[src/rtl/seg_scan_pkg.sv]
// Shared types and width helpers for the 7-segment scan driver.
package seg_scan_pkg;

    typedef enum logic {
        StShow,
        StBlank
    } state_e;

    localparam int unsigned DIGIT_W = 4;

    // Bits needed to hold values 0..n-1, never less than one.
    function automatic int unsigned cnt_w(input int unsigned n);
        return (n > 1) ? $clog2(n) : 1;
    endfunction

endpackage

[src/rtl/seg_scan_timer.sv]
// Loadable down-counter; done_o is high in the last cycle of a loaded interval.
module seg_scan_timer #(
    parameter int unsigned Width  = 8,
    parameter int unsigned RstVal = 0
) (
    input  logic             clk,
    input  logic             rst_n,
    input  logic             load_i,
    input  logic [Width-1:0] load_val_i,
    output logic             done_o
);

    logic [Width-1:0] count_q, count_d;

    always_comb begin
        count_d = count_q;
        if (load_i) begin
            count_d = load_val_i;
        end else if (count_q != '0) begin
            count_d = count_q - Width'(1);
        end
    end

    always_ff @(posedge clk or negedge rst_n) begin
        if (!rst_n) begin
            count_q <= Width'(RstVal);
        end else begin
            count_q <= count_d;
        end
    end

    assign done_o = (count_q == '0);

endmodule

[src/rtl/seg_scan_driver.sv]
// Time-multiplexed 7-segment scan driver with frame-aligned display updates.
// Optional leading-zero blanking is enabled by defining SEG_LEADING_ZERO_BLANK_EN.
module seg_scan_driver
    import seg_scan_pkg::*;
#(
    parameter int unsigned NUM_DIGITS   = 8,
    parameter int unsigned TICK_DIV     = 100000,
    parameter int unsigned BLANK_CYCLES = 16
) (
    input  logic                          clk,
    input  logic                          rst_n,
    input  logic                          load_valid_i,
    output logic                          load_ready_o,
    input  logic [DIGIT_W*NUM_DIGITS-1:0] load_value_i,
    input  logic [NUM_DIGITS-1:0]         load_mask_i,
    output logic [DIGIT_W-1:0]            digit_o,
    output logic                          digit_en_o,
    output logic [NUM_DIGITS-1:0]         an_n_o,
    output logic                          frame_start_o
);

    localparam int unsigned ValW  = DIGIT_W * NUM_DIGITS;
    localparam int unsigned IdxW  = cnt_w(NUM_DIGITS);
    localparam int unsigned TickW = cnt_w(TICK_DIV);
    localparam int unsigned BlnkW = cnt_w(BLANK_CYCLES);
    localparam int unsigned TmrW  = (TickW > BlnkW) ? TickW : BlnkW;
    localparam logic [IdxW-1:0] LastIdx = IdxW'(NUM_DIGITS - 1);

    state_e                 state_q, state_d;
    logic [IdxW-1:0]        idx_q, idx_d;
    logic [ValW-1:0]        disp_val_q, disp_val_d;
    logic [NUM_DIGITS-1:0]  disp_mask_q, disp_mask_d;
    logic                   pend_full_q, pend_full_d;
    logic [ValW-1:0]        pend_val_q, pend_val_d;
    logic [NUM_DIGITS-1:0]  pend_mask_q, pend_mask_d;
    logic [NUM_DIGITS-1:0]  an_n_q, an_n_d;
    logic [DIGIT_W-1:0]     digit_q, digit_d;
    logic                   digit_en_q, digit_en_d;
    logic                   frame_start_q, frame_start_d;
    logic [NUM_DIGITS-1:0]  lzb_d;
    logic                   commit;
    logic                   vis;
    logic                   tmr_done;
    logic [TmrW-1:0]        tmr_load_val;

    // One timer serves both phases; it reloads on every phase change.
    assign tmr_load_val = (state_q == StShow) ? TmrW'(BLANK_CYCLES - 1) : TmrW'(TICK_DIV - 1);

    seg_scan_timer #(
        .Width  (TmrW),
        .RstVal (BLANK_CYCLES - 1)
    ) u_timer (
        .clk        (clk),
        .rst_n      (rst_n),
        .load_i     (tmr_done),
        .load_val_i (tmr_load_val),
        .done_o     (tmr_done)
    );

    always_comb begin
        state_d = state_q;
        idx_d   = idx_q;
        commit  = 1'b0;
        if (tmr_done) begin
            if (state_q == StShow) begin
                state_d = StBlank;
            end else begin
                state_d = StShow;
                if (idx_q == LastIdx) begin
                    idx_d  = '0;
                    commit = pend_full_q;
                end else begin
                    idx_d = idx_q + IdxW'(1);
                end
            end
        end
    end

    always_comb begin
        disp_val_d  = disp_val_q;
        disp_mask_d = disp_mask_q;
        pend_full_d = pend_full_q;
        pend_val_d  = pend_val_q;
        pend_mask_d = pend_mask_q;
        if (commit) begin
            disp_val_d  = pend_val_q;
            disp_mask_d = pend_mask_q;
            pend_full_d = 1'b0;
        end else if (load_valid_i && !pend_full_q) begin
            pend_full_d = 1'b1;
            pend_val_d  = load_value_i;
            pend_mask_d = load_mask_i;
        end
    end

`ifdef SEG_LEADING_ZERO_BLANK_EN
    // Blank zero digits from the top down until a nonzero or masked-off digit.
    function automatic logic [NUM_DIGITS-1:0] calc_lzb(input logic [ValW-1:0]       val,
                                                       input logic [NUM_DIGITS-1:0] mask);
        logic run;
        calc_lzb = '0;
        run      = 1'b1;
        for (int i = NUM_DIGITS - 1; i >= 1; i--) begin
            if (run && mask[i] && (val[DIGIT_W*i +: DIGIT_W] == '0)) begin
                calc_lzb[i] = 1'b1;
            end else begin
                run = 1'b0;
            end
        end
    endfunction

    logic [NUM_DIGITS-1:0] lzb_q;

    assign lzb_d = commit ? calc_lzb(pend_val_q, pend_mask_q) : lzb_q;

    always_ff @(posedge clk or negedge rst_n) begin
        if (!rst_n) begin
            lzb_q <= '0;
        end else begin
            lzb_q <= lzb_d;
        end
    end
`else
    assign lzb_d = '0;
`endif

    // Outputs are built from next-state values so they register on the same edge.
    always_comb begin
        vis           = disp_mask_d[idx_d] & ~lzb_d[idx_d];
        an_n_d        = '1;
        digit_d       = digit_q;
        digit_en_d    = 1'b0;
        frame_start_d = 1'b0;
        if (state_d == StShow) begin
            an_n_d        = vis ? ~(NUM_DIGITS'(1) << idx_d) : '1;
            digit_d       = disp_val_d[DIGIT_W*idx_d +: DIGIT_W];
            digit_en_d    = vis;
            frame_start_d = (state_q == StBlank) && (idx_d == '0);
        end
    end

    always_ff @(posedge clk or negedge rst_n) begin
        if (!rst_n) begin
            state_q       <= StBlank;
            idx_q         <= LastIdx;
            disp_val_q    <= '0;
            disp_mask_q   <= '0;
            pend_full_q   <= 1'b0;
            pend_val_q    <= '0;
            pend_mask_q   <= '0;
            an_n_q        <= '1;
            digit_q       <= '0;
            digit_en_q    <= 1'b0;
            frame_start_q <= 1'b0;
        end else begin
            state_q       <= state_d;
            idx_q         <= idx_d;
            disp_val_q    <= disp_val_d;
            disp_mask_q   <= disp_mask_d;
            pend_full_q   <= pend_full_d;
            pend_val_q    <= pend_val_d;
            pend_mask_q   <= pend_mask_d;
            an_n_q        <= an_n_d;
            digit_q       <= digit_d;
            digit_en_q    <= digit_en_d;
            frame_start_q <= frame_start_d;
        end
    end

    assign load_ready_o  = ~pend_full_q;
    assign an_n_o        = an_n_q;
    assign digit_o       = digit_q;
    assign digit_en_o    = digit_en_q;
    assign frame_start_o = frame_start_q;

endmodule

[config.mk]
export PLATFORM = sky130hd
export DESIGN_NAME = seg_scan_driver
export DESIGN_NICKNAME = d
export VERILOG_FILES = /design/src/rtl/seg_scan_pkg.sv /design/src/rtl/seg_scan_timer.sv /design/src/rtl/seg_scan_driver.sv
export SDC_FILE = /design/constraint.sdc
export NUM_CORES = 1
export LEC_CHECK = 0
export BUFFER_PORTS_ARGS = -buffer_cell sky130_fd_sc_hd__buf_2
export CORE_MARGIN = 1.5
export CORE_UTILIZATION = 40
export DETAILED_ROUTE_END_ITERATION = 12
export SETUP_SLACK_MARGIN = 0.3
export SLEW_MARGIN = 40
export SYNTH_ARGS = -nofsm -noshare
export SYNTH_HDL_FRONTEND = slang
export SYNTH_SLANG_ARGS = --single-unit
[constraint.sdc]
create_clock -name clk -period 3 [get_ports clk]
set_clock_uncertainty 0.05 [all_clocks]
set_input_delay 0.15 -clock clk [delete_from_list [all_inputs] [get_ports clk]]
set_output_delay 0.15 -clock clk [all_outputs]
set_load 0.01 [all_outputs]
==> results.json <==
{
  "rsz0062_at_grt": "true",
  "drtIter0Drc": 153,
  "highest-signal-layer": "met4",
  "antenna_cells": 0,
  "outcome": "completed",
  "route.met2.wl_um": 5710,
  "place_ws_ns": 0.142,
  "synth_cell_type_count": 48,
  "clockRootBuffer": "clkbuf_16",
  "min_period_ns": 2.66,
  "critPathLaunchType": "flip-flop",
  "met3WireLength_um": 360,
  "dieArea_sq_um": 13400,
  "clockBufferDepth": 2,
  "power_density_nw_per_um2": 564,
  "end_kind": "flip-flop",
  "first_pass_iters": 5,
  "synthesis.area_sq_um": 5070,
  "slew_viol_final": 0,
  "internal_power_mw": 3.14,
  "crit_type": "flip-flop to flip-flop",
  "drive_gt1_share_pct": 46.4,
  "synth_flop_cell": "dfrtp_1",
  "fmax_mhz": 376,
  "synth_most_common_cell": "dfrtp_1",
  "reg2reg_slack_ns": 0.34,
  "period_share_pct": 88.6,
  "synth_edf_count": 0,
  "clock_sinks": 116,
  "wl_met1_um": 4990,
  "path_clk_slew_ns": 0.05,
  "drcViolationCount": 0,
  "global_route.usage.total_pct": 18.3,
  "start_util_pct": 41.5,
  "syn_inst": 375,
  "tightest_slew_ns": 0.684,
  "p_sw_share_pct": 20.5,
  "grt_pass1_wl_um": 18200,
  "hold-worst-slack_ns": 0.211,
  "viasPerCell": 4.91,
  "vias": 3365,
  "async_reset_ff_share_pct": 100,
  "port_buffers": 57,
  "grt_overflow": 0,
  "synth_fp_nets": 422,
  "grt_pass1_vias": 3575,
  "peakVddDrop_mv": 0.344,
  "clk_latency_ns": 0.42,
  "setup_tns_ns": 0,
  "synth_area_leader_cell": "dfrtp_1",
  "routed_wirelength_um": 11200,
  "cp_max_fo": 6,
  "ant_nets": 0,
  "hold_path_class": "input pin to asynchronous set/reset pin",
  "drv_cap": 0,
  "seqPwrFrac_pct": 42.3,
  "yosysWarningCount": 0,
  "synth_top_cell_area_share_pct": 49.4,
  "hpwl_um": 6800,
  "core_area_sq_um": 12200,
  "die_y_um": 116,
  "nNetsFinal": 552,
  "rows": 40,
  "htreeDepth": 4,
  "antenna_found_initial": 0,
  "cts_tree": "built",
  "relSlewSlack_pct": 54.1,
  "leakage_nw": 3.20,
  "place_congestion": 0.773,
  "wl_per_cell_um": 16.4,
  "combPwrFrac_pct": 4.1,
  "final-setup-viol-count": 0,
  "ys_seq_elements": 116,
  "timing.rr.start": "u_timer.count_q[8]",
  "area_delta_synth_final_pct": 38.0,
  "die_width_um": 116,
  "grt_max_degree": 80,
  "pin_count": 58,
  "finalHoldViolations": 0,
  "synth.area.top_cells": "dfrtp_1, mux2_2, dfstp_2",
  "yosys-top-cells-count": "dfrtp_1, mux2_2, nand2_1",
  "ys_seq_area_share_pct": 57.7,
  "reg2regPathDepth": 10,
  "clkPwrFrac_pct": 53.6,
  "crit_arrival_ns": 2.95,
  "r2r-end": "an_n_o[4]",
  "cts_buffers": 17,
  "power_switching_mw": 0.810,
  "fin_ws_ns": 0.343,
  "cp.required_ns": 3.30,
  "syn_area_per_cell_sq_um": 13.5
}
==> critical path: stages (launching register included) <==
cell	delay, ns
dfrtp_2	0.45
nor4_4	0.35
nand4_2	0.22
nor2_4	0.22
buf_12	0.15
mux2_2	0.38
o221ai_4	0.20
a21o_1	0.21
o221ai_4	0.15
buf_6	0.16
nand2_1	0.07
==> kinds of logic after synthesis <==
| family | synth area share (%) |
|---|---|
| and+or+nand+nor | 8.79 |
| AOI/OAI and AO/OA | 5.87 |
| xor gates and xnor gates | 2.42 |
| DFF | 57.7 |
| muxes | 21.1 |
| adders and majority gates | 0.987 |
| buffers and inverters | 3.21 |
==> through the flow <==
step                std cells  power (mW)  area [sq um]  utilization, %
global placement          594        1.81          5580            45.7
CTS                       673        3.99          6790            55.6
finish                    685        3.95          7000            57.3
global route              685        4.09          7000            57.3
floorplan                 375        1.73          5070               -
detailed placement        594        1.82          5580            45.7
==> sequential cells by signal, summed over array words and instances (netlist names) <==
signal and flops:
an_n_o 8, digit_o 4, pend_full_q 1, digit_en_o 1
pend_mask_q 8, disp_val_q 32, u_timer.count_q 17, disp_mask_q 8
idx_q 3, frame_start_o 1, pend_val_q 32, state_q 1
==> timing repair <==
item	in CTS	in global routing
endpoints found under the hold margin	78	0
gates resized for setup	10	35
pin swaps	2	15
setup buffers	5	12
cloned	1	0
setup endpoints to repair	10	13
hold buffers	42	0
==> cells in the final DEF, fill, tap and decap left out, drive strengths merged <==
cell,n
xor2,6
and4,1
o221ai,3
o21ai,8
a311oi,5
dlygate4sd3,42
nand3,2
mux2i,18
a21oi,10
a31oi,3
or4,1
or3,1
a32o,1
dfrtp,100
bufinv,4
o2bb2ai,1
buf,85
o21ba,1
clkinvlp,4
mux2,74
o32ai,1
clkinv,4
nand3b,1
nor3,14
a21o,3
nor3b,1
a22oi,1
dfstp,16
nand4,1
o31ai,3
nor2b,2
clkbuf,18
nand2,27
inv,14
nor2,23
xnor2,8
nor4,4
nor4b,2
ha,4
==> power groups by stage <==
| stage | logic [mW] | clock network [mW] | registers [mW] |
|---|---|---|---|
| after floorplan | 0.0555 | 0 | 1.68 |
| after global placement | 0.118 | 0 | 1.69 |
| after detailed placement | 0.122 | 0 | 1.69 |
| after CTS | 0.164 | 2.16 | 1.67 |
| after global routing | 0.181 | 2.23 | 1.68 |
| final | 0.162 | 2.12 | 1.67 |
==> worst max path at each step <==
stage,to,cells after the start,slack (ns),start
finish,an_n_o[4],10,0.34,u_timer.count_q[8]
global placement,digit_en_o,11,0.25,u_timer.count_q[0]
detailed placement,digit_en_o,11,0.14,u_timer.count_q[0]
global route,an_n_o[0],10,0.20,u_timer.count_q[14]
CTS,digit_o[1],10,0.33,idx_q[0]
floorplan,digit_o[2],12,0.48,u_timer.count_q[0]
==> final cells by class <==
type / instances / area (sq um)
tap: 168 / 210
inverter: 13 / 51.3
multi-input combinational: 230 / 2170
fill: 1004 / 5210
sequential: 116 / 2930
clock inverter: 13 / 183
clock buffer: 18 / 439
timing repair buffer: 127 / 1020
==> routing by layer <==
layer | vias up | track usage (%)
met5 | - | 0
met4 | 0 | 7.82
met3 | 15 | 5.44
met2 | 62 | 30.0
met1 | 1703 | 22.6
li1 | 1585 | -
No activity file was read; power rests on OpenSTA's default activity.
